**config.mk**
```make
export PLATFORM = sky130hd
export DESIGN_NAME = alu_mc_flat
export DESIGN_NICKNAME = d
export VERILOG_FILES = /design/src/rtl/alu_mc_if.sv /design/src/rtl/alu_mc.sv /design/src/flat_wrapper.sv
export SDC_FILE = /design/constraint.sdc
export NUM_CORES = 1
export LEC_CHECK = 0
export CAP_MARGIN = 20
export CORE_AREA = 4 4 142 144
export DETAILED_ROUTE_END_ITERATION = 6
export DIE_AREA = 0 0 146 148
export GPL_ROUTABILITY_DRIVEN = 0
export GPL_TIMING_DRIVEN = 1
export HOLD_SLACK_MARGIN = 0.15
export PLACE_DENSITY = 0.78
export SYNTH_ARGS = -nofsm -noshare
export SYNTH_HDL_FRONTEND = slang
export SYNTH_SLANG_ARGS = --single-unit
```
**constraint.sdc**
```tcl
create_clock -name clk -period 7.02 [get_ports clk]
set_clock_uncertainty 0.1 [all_clocks]
set_input_delay 1.404 -clock clk [delete_from_list [all_inputs] [get_ports clk]]
set_output_delay 1.404 -clock clk [all_outputs]
set_load 0.005 [all_outputs]
```
**src/rtl/alu_mc_if.sv**
```systemverilog
// ----------------------------------------------------------------------------
// alu_mc_if : operation/result handshake bundle for the multi-cycle ALU.
//
// Signals
//   flush          synchronous abort of any in-flight or held operation
//   in_valid       operation request            (master -> slave)
//   in_ready       ALU can accept an operation  (slave  -> master)
//   alu_ops        opcode                       (master -> slave)
//   operand_a      rs1 value                    (master -> slave)
//   operand_b      rs2 / immediate value        (master -> slave)
//   out_valid      result valid                 (slave  -> master)
//   out_ready      consumer accepts the result  (master -> slave)
//   alu_output     computational result         (slave  -> master)
//   branch_output  branch-compare result        (slave  -> master)
//   busy           iterating in SHIFT or MUL    (slave  -> master)
// ----------------------------------------------------------------------------
interface alu_mc_if #(
   parameter int XLEN = 32,
   parameter int OP_W = 5
);
   logic            flush;
   logic            in_valid;
   logic            in_ready;
   logic [OP_W-1:0] alu_ops;
   logic [XLEN-1:0] operand_a;
   logic [XLEN-1:0] operand_b;
   logic            out_valid;
   logic            out_ready;
   logic [XLEN-1:0] alu_output;
   logic            branch_output;
   logic            busy;

   modport slave (
      input  flush, in_valid, alu_ops, operand_a, operand_b, out_ready,
      output in_ready, out_valid, alu_output, branch_output, busy
   );

   modport master (
      output flush, in_valid, alu_ops, operand_a, operand_b, out_ready,
      input  in_ready, out_valid, alu_output, branch_output, busy
   );
endinterface

```
**src/rtl/alu_mc.sv**
```systemverilog
// ----------------------------------------------------------------------------
// alu_mc : multi-cycle ALU between register read and writeback/PC-select.
//
// Accepts one operation per in_valid/in_ready handshake, computes it (single
// cycle, or iteratively for shifts and the optional multiply) and holds the
// result with out_valid until out_ready is seen.
//
// Ports
//   clk    rising-edge clock
//   rst_n  asynchronous active-low reset
//   bus    alu_mc_if.slave (request, operands, result, flush, busy)
//
// Parameters
//   XLEN        operand/result width (power of two, >= 8)
//   SHIFT_STEP  bit positions shifted / multiplier bits consumed per cycle
//   OP_W        opcode width
//
// Optional feature macro: ALU_MC_MUL_EN (opcode 17 = MUL via shift-add).
// ----------------------------------------------------------------------------
module alu_mc #(
   parameter int XLEN       = 32,
   parameter int SHIFT_STEP = 1,
   parameter int OP_W       = 5
) (
   input logic     clk,
   input logic     rst_n,
   alu_mc_if.slave bus
);

   // state  | meaning
   // -------+-----------------------------------------------------------
   // IDLE   | in_ready=1, waiting for an operation
   // SHIFT  | iterating a shift, SHIFT_STEP positions per cycle
   // MUL    | iterating shift-add multiply (ALU_MC_MUL_EN builds only)
   // DONE   | out_valid=1, result held until out_ready

   localparam int SH_W  = $clog2(XLEN);
   localparam int CNT_W = SH_W + 1;

   localparam logic [OP_W-1:0] OP_ADD  = OP_W'(0);
   localparam logic [OP_W-1:0] OP_SUB  = OP_W'(1);
   localparam logic [OP_W-1:0] OP_SLL  = OP_W'(2);
   localparam logic [OP_W-1:0] OP_SRL  = OP_W'(3);
   localparam logic [OP_W-1:0] OP_SRA  = OP_W'(4);
   localparam logic [OP_W-1:0] OP_XOR  = OP_W'(5);
   localparam logic [OP_W-1:0] OP_OR   = OP_W'(6);
   localparam logic [OP_W-1:0] OP_AND  = OP_W'(7);
   localparam logic [OP_W-1:0] OP_SLT  = OP_W'(8);
   localparam logic [OP_W-1:0] OP_BEQ  = OP_W'(9);
   localparam logic [OP_W-1:0] OP_BNE  = OP_W'(10);
   localparam logic [OP_W-1:0] OP_BLT  = OP_W'(11);
   localparam logic [OP_W-1:0] OP_BGE  = OP_W'(12);
   localparam logic [OP_W-1:0] OP_SLTU = OP_W'(13);
   localparam logic [OP_W-1:0] OP_BLTU = OP_W'(14);
   localparam logic [OP_W-1:0] OP_BGEU = OP_W'(16);
`ifdef ALU_MC_MUL_EN
   localparam logic [OP_W-1:0] OP_MUL  = OP_W'(17);
`endif

`ifdef ALU_MC_MUL_EN
   typedef enum logic [1:0] {S_IDLE, S_SHIFT, S_DONE, S_MUL} state_t;
`else
   typedef enum logic [1:0] {S_IDLE, S_SHIFT, S_DONE} state_t;
`endif

   state_t           state;
   logic [OP_W-1:0]  op_q;
   logic [XLEN-1:0]  acc;
   logic [CNT_W-1:0] cnt;

   logic [XLEN-1:0]  alu_c;
   logic             br_c;
   logic [SH_W-1:0]  shamt;
   logic             is_shift;
   logic [CNT_W-1:0] step_amt;
   logic [XLEN-1:0]  shift_nxt;

   assign shamt    = bus.operand_b[SH_W-1:0];
   assign is_shift = (bus.alu_ops == OP_SLL) || (bus.alu_ops == OP_SRL) ||
                     (bus.alu_ops == OP_SRA);

   // Single-cycle result. Shifts only reach this path with a zero amount,
   // so their result is operand_a unchanged.
   always_comb begin
      alu_c = '0;
      br_c  = 1'b0;
      case (bus.alu_ops)
         OP_ADD:  alu_c = bus.operand_a + bus.operand_b;
         OP_SUB:  alu_c = bus.operand_a - bus.operand_b;
         OP_SLL,
         OP_SRL,
         OP_SRA:  alu_c = bus.operand_a;
         OP_XOR:  alu_c = bus.operand_a ^ bus.operand_b;
         OP_OR:   alu_c = bus.operand_a | bus.operand_b;
         OP_AND:  alu_c = bus.operand_a & bus.operand_b;
         OP_SLT:  alu_c = {{(XLEN-1){1'b0}},
                           ($signed(bus.operand_a) < $signed(bus.operand_b))};
         OP_SLTU: alu_c = {{(XLEN-1){1'b0}}, (bus.operand_a < bus.operand_b)};
         OP_BEQ:  br_c  = (bus.operand_a == bus.operand_b);
         OP_BNE:  br_c  = (bus.operand_a != bus.operand_b);
         OP_BLT:  br_c  = ($signed(bus.operand_a) <  $signed(bus.operand_b));
         OP_BGE:  br_c  = ($signed(bus.operand_a) >= $signed(bus.operand_b));
         OP_BLTU: br_c  = (bus.operand_a <  bus.operand_b);
         OP_BGEU: br_c  = (bus.operand_a >= bus.operand_b);
         default: ;
      endcase
   end

   // One shifter iteration: min(SHIFT_STEP, remaining) positions.
   always_comb begin
      step_amt = (cnt < CNT_W'(SHIFT_STEP)) ? cnt : CNT_W'(SHIFT_STEP);
      case (op_q)
         OP_SLL:  shift_nxt = acc << step_amt;
         OP_SRL:  shift_nxt = acc >> step_amt;
         default: shift_nxt = $unsigned($signed(acc) >>> step_amt);
      endcase
   end

`ifdef ALU_MC_MUL_EN
   logic [XLEN-1:0] mcand;
   logic [XLEN-1:0] mplier;
   logic [XLEN-1:0] mul_nxt;

   // Consume SHIFT_STEP multiplier bits; only the low XLEN product bits are kept.
   always_comb begin
      mul_nxt = acc;
      for (int i = 0; i < SHIFT_STEP; i++) begin
         if (mplier[i])
            mul_nxt = mul_nxt + (mcand << i);
      end
   end
`endif

   always_ff @(posedge clk or negedge rst_n) begin
      if (!rst_n) begin
         state             <= S_IDLE;
         op_q              <= '0;
         acc               <= '0;
         cnt               <= '0;
         bus.in_ready      <= 1'b1;
         bus.out_valid     <= 1'b0;
         bus.alu_output    <= '0;
         bus.branch_output <= 1'b0;
         bus.busy          <= 1'b0;
`ifdef ALU_MC_MUL_EN
         mcand             <= '0;
         mplier            <= '0;
`endif
      end else if (bus.flush) begin
         state             <= S_IDLE;
         cnt               <= '0;
         bus.in_ready      <= 1'b1;
         bus.out_valid     <= 1'b0;
         bus.alu_output    <= '0;
         bus.branch_output <= 1'b0;
         bus.busy          <= 1'b0;
      end else begin
         case (state)
            S_IDLE: begin
               if (bus.in_valid) begin
                  op_q         <= bus.alu_ops;
                  bus.in_ready <= 1'b0;
                  if (is_shift && (shamt != '0)) begin
                     acc      <= bus.operand_a;
                     cnt      <= {1'b0, shamt};
                     bus.busy <= 1'b1;
                     state    <= S_SHIFT;
                  end
`ifdef ALU_MC_MUL_EN
                  else if (bus.alu_ops == OP_MUL) begin
                     acc      <= '0;
                     mcand    <= bus.operand_a;
                     mplier   <= bus.operand_b;
                     cnt      <= CNT_W'(XLEN / SHIFT_STEP);
                     bus.busy <= 1'b1;
                     state    <= S_MUL;
                  end
`endif
                  else begin
                     bus.alu_output    <= alu_c;
                     bus.branch_output <= br_c;
                     bus.out_valid     <= 1'b1;
                     state             <= S_DONE;
                  end
               end
            end
            S_SHIFT: begin
               acc <= shift_nxt;
               cnt <= cnt - step_amt;
               if (cnt == step_amt) begin
                  bus.alu_output    <= shift_nxt;
                  bus.branch_output <= 1'b0;
                  bus.out_valid     <= 1'b1;
                  bus.busy          <= 1'b0;
                  state             <= S_DONE;
               end
            end
`ifdef ALU_MC_MUL_EN
            S_MUL: begin
               acc    <= mul_nxt;
               mcand  <= mcand << SHIFT_STEP;
               mplier <= mplier >> SHIFT_STEP;
               cnt    <= cnt - 1'b1;
               if (cnt == CNT_W'(1)) begin
                  bus.alu_output    <= mul_nxt;
                  bus.branch_output <= 1'b0;
                  bus.out_valid     <= 1'b1;
                  bus.busy          <= 1'b0;
                  state             <= S_DONE;
               end
            end
`endif
            S_DONE: begin
               if (bus.out_ready) begin
                  bus.out_valid <= 1'b0;
                  bus.in_ready  <= 1'b1;
                  state         <= S_IDLE;
               end
            end
            default: begin
               bus.in_ready  <= 1'b1;
               bus.out_valid <= 1'b0;
               bus.busy      <= 1'b0;
               state         <= S_IDLE;
            end
         endcase
      end
   end

endmodule

```
**src/flat_wrapper.sv**
```systemverilog
// flat-port wrapper written by rule: the top's interface ports become plain ports
module alu_mc_flat 
#(
   parameter int XLEN       = 32,
   parameter int SHIFT_STEP = 1,
   parameter int OP_W       = 5
)
  (clk, rst_n, bus_flush, bus_in_valid, bus_alu_ops, bus_operand_a, bus_operand_b, bus_out_ready, bus_in_ready, bus_out_valid, bus_alu_output, bus_branch_output, bus_busy);
  alu_mc_if #(.XLEN(XLEN), .OP_W(OP_W)) bus_i ();
  input logic clk;
  input logic rst_n;
  input wire logic [$bits(bus_i.flush)-1:0] bus_flush;
  input wire logic [$bits(bus_i.in_valid)-1:0] bus_in_valid;
  input wire logic [$bits(bus_i.alu_ops)-1:0] bus_alu_ops;
  input wire logic [$bits(bus_i.operand_a)-1:0] bus_operand_a;
  input wire logic [$bits(bus_i.operand_b)-1:0] bus_operand_b;
  input wire logic [$bits(bus_i.out_ready)-1:0] bus_out_ready;
  output wire logic [$bits(bus_i.in_ready)-1:0] bus_in_ready;
  output wire logic [$bits(bus_i.out_valid)-1:0] bus_out_valid;
  output wire logic [$bits(bus_i.alu_output)-1:0] bus_alu_output;
  output wire logic [$bits(bus_i.branch_output)-1:0] bus_branch_output;
  output wire logic [$bits(bus_i.busy)-1:0] bus_busy;
  assign bus_i.flush = bus_flush;
  assign bus_i.in_valid = bus_in_valid;
  assign bus_i.alu_ops = bus_alu_ops;
  assign bus_i.operand_a = bus_operand_a;
  assign bus_i.operand_b = bus_operand_b;
  assign bus_i.out_ready = bus_out_ready;
  assign bus_in_ready = bus_i.in_ready;
  assign bus_out_valid = bus_i.out_valid;
  assign bus_alu_output = bus_i.alu_output;
  assign bus_branch_output = bus_i.branch_output;
  assign bus_busy = bus_i.busy;
  alu_mc #(.XLEN(XLEN), .SHIFT_STEP(SHIFT_STEP), .OP_W(OP_W)) u_core (.clk(clk), .rst_n(rst_n), .bus(bus_i));
endmodule
```
==> metrics.md <==
| Metric | Value |
|---|---|
| Number of buffers inserted by hold repair at cts | 0 |
| Top library cells by usage in the layout, fill and taps aside | 138 x sky130_fd_sc_hd__a21oi_1, 135 x sky130_fd_sc_hd__nor2_1, 115 x sky130_fd_sc_hd__nand2_1 |
| Fmax | 0.192 GHz |
| Crit path capture type | flip-flop |
| Die span in x | 146 µm |
| Post-synthesis sequential area ratio | 19.9% |
| Overall overflow remaining after global route | 0 |
| Starting Density | 54.6% |
| Setup slack of the worst register-to-register path | 3.04 ns |
| Via count | 11.4k |
| Post-Place Cells | 1,634 |
| Post-layout worst setup margin | 1.80 ns |
| Buffers and inverters on the worst path | 2 |
| Class of the most critical hold timing path | flip-flop to flip-flop |
| Antenna cell count | 0 |
| # port buffers | 109 |
| Share of cells above drive strength 1 | 6.21% |
| Area of the multi-input gates | 7400 µm² |
| Highest fanout seen on the critical path | 9 |
| Worst ir drop on vdd | 136 µV |
| Critical path startpoint category | primary input |
| Synth Instances | 1,372 |
| Via density | 6.90 |
| Register area | 2030 µm² |
| Mux cell area share after synthesis | 4.53% |
| Share of the synthesized netlist area taken by xor and xnor gates | 0.686% |
| Area share of fa/ha/maj cells after synthesis | 13.3% |
| Remaining DRCs | 4 |
| Final cycle utilization of the critical path | 74.4% |
| Slowest stage cell on the critical path | sky130_fd_sc_hd__o311ai_1 |
| Pin count of the biggest net entering global routing | 73 |
| Minimum period implied by the final worst setup slack | 5.22 ns |
| Max Buffers Root-to-Sink | 2 |
| Worst endpoint data arrival time | 5.35 ns |
| Relative max-transition margin | 16.2% |
| Failing checks | DRC |
| Setup repair after global routing missed its margin | no |
| Main flop type after synthesis | sky130_fd_sc_hd__dfrtp_1 |
| Reg clk slew, reported paths | 0.07 ns |
| Simple logic cell fraction of the synthesized area | 18.2% |
| Total leakage power | 4.93 nW |
| Flop and latch count out of synthesis | 81 |
| Clock network latency to the later pin of the worst-skew pair | 0.36 ns |
| Post-route ant nets | 0 |
| Cells along the critical path | clkdlybuf4s50_1 > inv_1 > ha_1 > o21ai_0 > o21ai_0 > nand4b_1 > o311ai_1 > o21ai_1 > o21ai_1 > a311oi_1 > a211oi_1 > a22oi_1 |
| Post-synth EDFFs | 0 |
| Vias in the first global route | 11.1k |
| Portion of synthesized cell area occupied by the leading cell type | 19.6% |
| Die Y-Extent | 148 µm |
| Number of rows created at floorplan | 50 |
| Placeable core region | 18,700 µm² |
| Number of endpoints failing setup at the final stage | 0 |
| Largest family of logic cells by synthesized area | compound AO/OA/AOI/OAI gates |
| First-pass iteration count of the detailed router | 7 |
| First-pass GRT wire length | 59,900 µm |
| Class of the most critical setup path | primary input to flip-flop |
| Area leader, netlist | sky130_fd_sc_hd__dfrtp_1 |
| Worst path max stage delay | 0.66 ns |
| HPWL Detailed | 27,000 µm |
| H-tree level count | 3 |
| Synthesized netlist net count | 1,553 |
| Number of hold-slack violations in the final timing report | 0 |
| Post-synthesis instance area | 10,200 µm² |
| PD cells | 171 nW/µm² |
| NumNets Final | 1,592 |
| Sink Count | 81 |
| Max_cap viols | 0 |
| Die area | 21,600 µm² |
| Violation count after the first detailed-routing iteration | 1,606 |
| All-layer global routing usage | 34.1% |
| Syn-to-layout area delta | 14.3% |
| Required time reported for the critical path endpoint | 7.15 ns |
| Number of primary I/O pins | 110 |
| Final Non-Filler Cells | 1,650 |
| Number of antenna violations at the first check in global routing | 1 |
| Post-CTS setup repair buffer count | 0 |
| Top delay family on crit path | compound AO/OA/AOI/OAI gates |
| Post-Route Setup TNS | 0 ns |
| Outcome | complete, but fails checks |
| Setup slack at placement | 1.66 ns |
| Master cell of the clock root buffer | sky130_fd_sc_hd__clkbuf_16 |
| Number of buffers added by the clock tree synthesis step | 9 |
| Fillcell total | 1,732 |
| Dominant cells by area after synthesis | sky130_fd_sc_hd__dfrtp_1 20%, sky130_fd_sc_hd__ha_1 13%, sky130_fd_sc_hd__a21oi_1 6.8% |
| Number of distinct library cell variants in the gate-level netlist after synthesis | 87 |
| TritonCTS clock tree | built |
| WL final | 38,000 µm |
| Max Slew Vio Count | 0 |
| Total number of yosys warnings | 0 |
| Actual slew at the worst max-slew pin | 1.25 ns |
| Routed length per placed instance | 23.1 µm |
| Number of instances resized during post-cts repair | 0 |
| Commonest non-fill, non-tap cell in the layout | sky130_fd_sc_hd__a21oi_1 |
| Complex-gate fraction of the synthesized area | 35.7% |
| Proportion of synthesized flip-flops having asynchronous set or reset | 100% |
| Synthesized area per cell | 7.44 µm² |
[Yosys cell counts, types with 12 or more instances]
master / instances
sky130_fd_sc_hd__a211oi_1: 21
sky130_fd_sc_hd__a21o_1: 20
sky130_fd_sc_hd__a21oi_1: 138
sky130_fd_sc_hd__a21oi_2: 12
sky130_fd_sc_hd__a221oi_1: 14
sky130_fd_sc_hd__a22oi_1: 16
sky130_fd_sc_hd__a31oi_1: 16
sky130_fd_sc_hd__buf_2: 18
sky130_fd_sc_hd__clkbuf_1: 74
sky130_fd_sc_hd__dfrtp_1: 80
sky130_fd_sc_hd__ha_1: 105
sky130_fd_sc_hd__inv_1: 101
sky130_fd_sc_hd__mux2i_1: 35
sky130_fd_sc_hd__nand2_1: 115
sky130_fd_sc_hd__nand2b_1: 12
sky130_fd_sc_hd__nor2_1: 136
sky130_fd_sc_hd__nor2b_1: 14
sky130_fd_sc_hd__nor3_1: 31
sky130_fd_sc_hd__o211ai_1: 15
sky130_fd_sc_hd__o21ai_0: 114
sky130_fd_sc_hd__o21bai_1: 12
sky130_fd_sc_hd__o221ai_1: 17
sky130_fd_sc_hd__o22ai_1: 17
sky130_fd_sc_hd__o31ai_1: 16
[path summary, 6_finish.rpt]
path | from | to | cells after the start
min in group asynchronous | rst_n | u_core.bus.alu_output[25] | 1
max in group asynchronous | rst_n | u_core.acc[10] | 2
setup reg to reg | u_core.cnt[2] | u_core.bus.alu_output[11] | 11
hold reg to reg | u_core.bus.alu_output[5] | u_core.bus.alu_output[5] | 2
setup / recovery | bus_operand_b[4] | u_core.bus.alu_output[30] | 12
hold / removal | u_core.bus.alu_output[5] | u_core.bus.alu_output[5] | 2
[kinds of logic after synthesis]
family | count (synthesis)
XOR/XNOR | 8
flip-flops | 81
adder cells (fa/ha/maj) | 107
buffers and inverters | 201
AO/OA/AOI/OAI | 537
multiplexers | 45
AND/OR/NAND/NOR | 393
[routing by layer]
| metal | GRT usage [%] | wire, µm |
|---|---|---|
| met1 | 43.7 | 14400 |
| met2 | 53.7 | 16700 |
| met3 | 7.69 | 4740 |
| met4 | 18.8 | 2180 |
| met5 | 0 | 12 |
[per-stage QoR]
step / power, W / area [µm²] / hold WS [ns] / util [%]
floorplan: 0.00113 / 10200 / 0.363 / -
global placement: 0.00137 / 11300 / 0.354 / 60.6
detailed placement: 0.00139 / 11300 / 0.368 / 60.6
CTS: 0.00197 / 11700 / 0.383 / 62.4
global route: 0.00209 / 11700 / 0.424 / 62.4
finish: 0.00199 / 11700 / 0.374 / 62.4
[area by class of cell]
type                    count  area share [%]
clock buffers              10            1.96
clock inverters             6           0.986
inverters                 102            3.28
multi-input cells        1090            63.4
flip-flops and latches     81            17.4
well taps                 234            2.51
repair buffers            127            10.4
[flip-flops by register name, summed over array words and instances, names as in the netlist]
register                  cells
u_core.acc                   32
u_core.bus.alu_output        32
u_core.cnt                    6
u_core.op_q                   5
u_core.state                  2
u_core.bus.branch_output      1
u_core.bus.busy               1
u_core.bus.in_ready           1
u_core.bus.out_valid          1
[worst register-to-register path, cell delays in order, from the launching register on]
cell	delay, ns
sky130_fd_sc_hd__dfrtp_1	0.42
sky130_fd_sc_hd__or3_1	0.46
sky130_fd_sc_hd__nor4_4	0.15
sky130_fd_sc_hd__buf_4	0.37
sky130_fd_sc_hd__or2_2	0.20
sky130_fd_sc_hd__ha_1	0.16
sky130_fd_sc_hd__nand3_1	0.11
sky130_fd_sc_hd__nor2_1	0.33
sky130_fd_sc_hd__a221o_1	0.43
sky130_fd_sc_hd__nand2b_1	0.46
sky130_fd_sc_hd__nor2_1	0.49
sky130_fd_sc_hd__a221o_1	0.23
[where the power goes]
part / switching, W / internal, W / total, W
Clock: 0.000228 / 0.000350 / 0.000578
Sequential: 0.0000832 / 0.000539 / 0.000622
Combinational: 0.000482 / 0.000313 / 0.000794
Total: 0.000793 / 0.00120 / 0.00199
(Power assumes the default switching activity.)
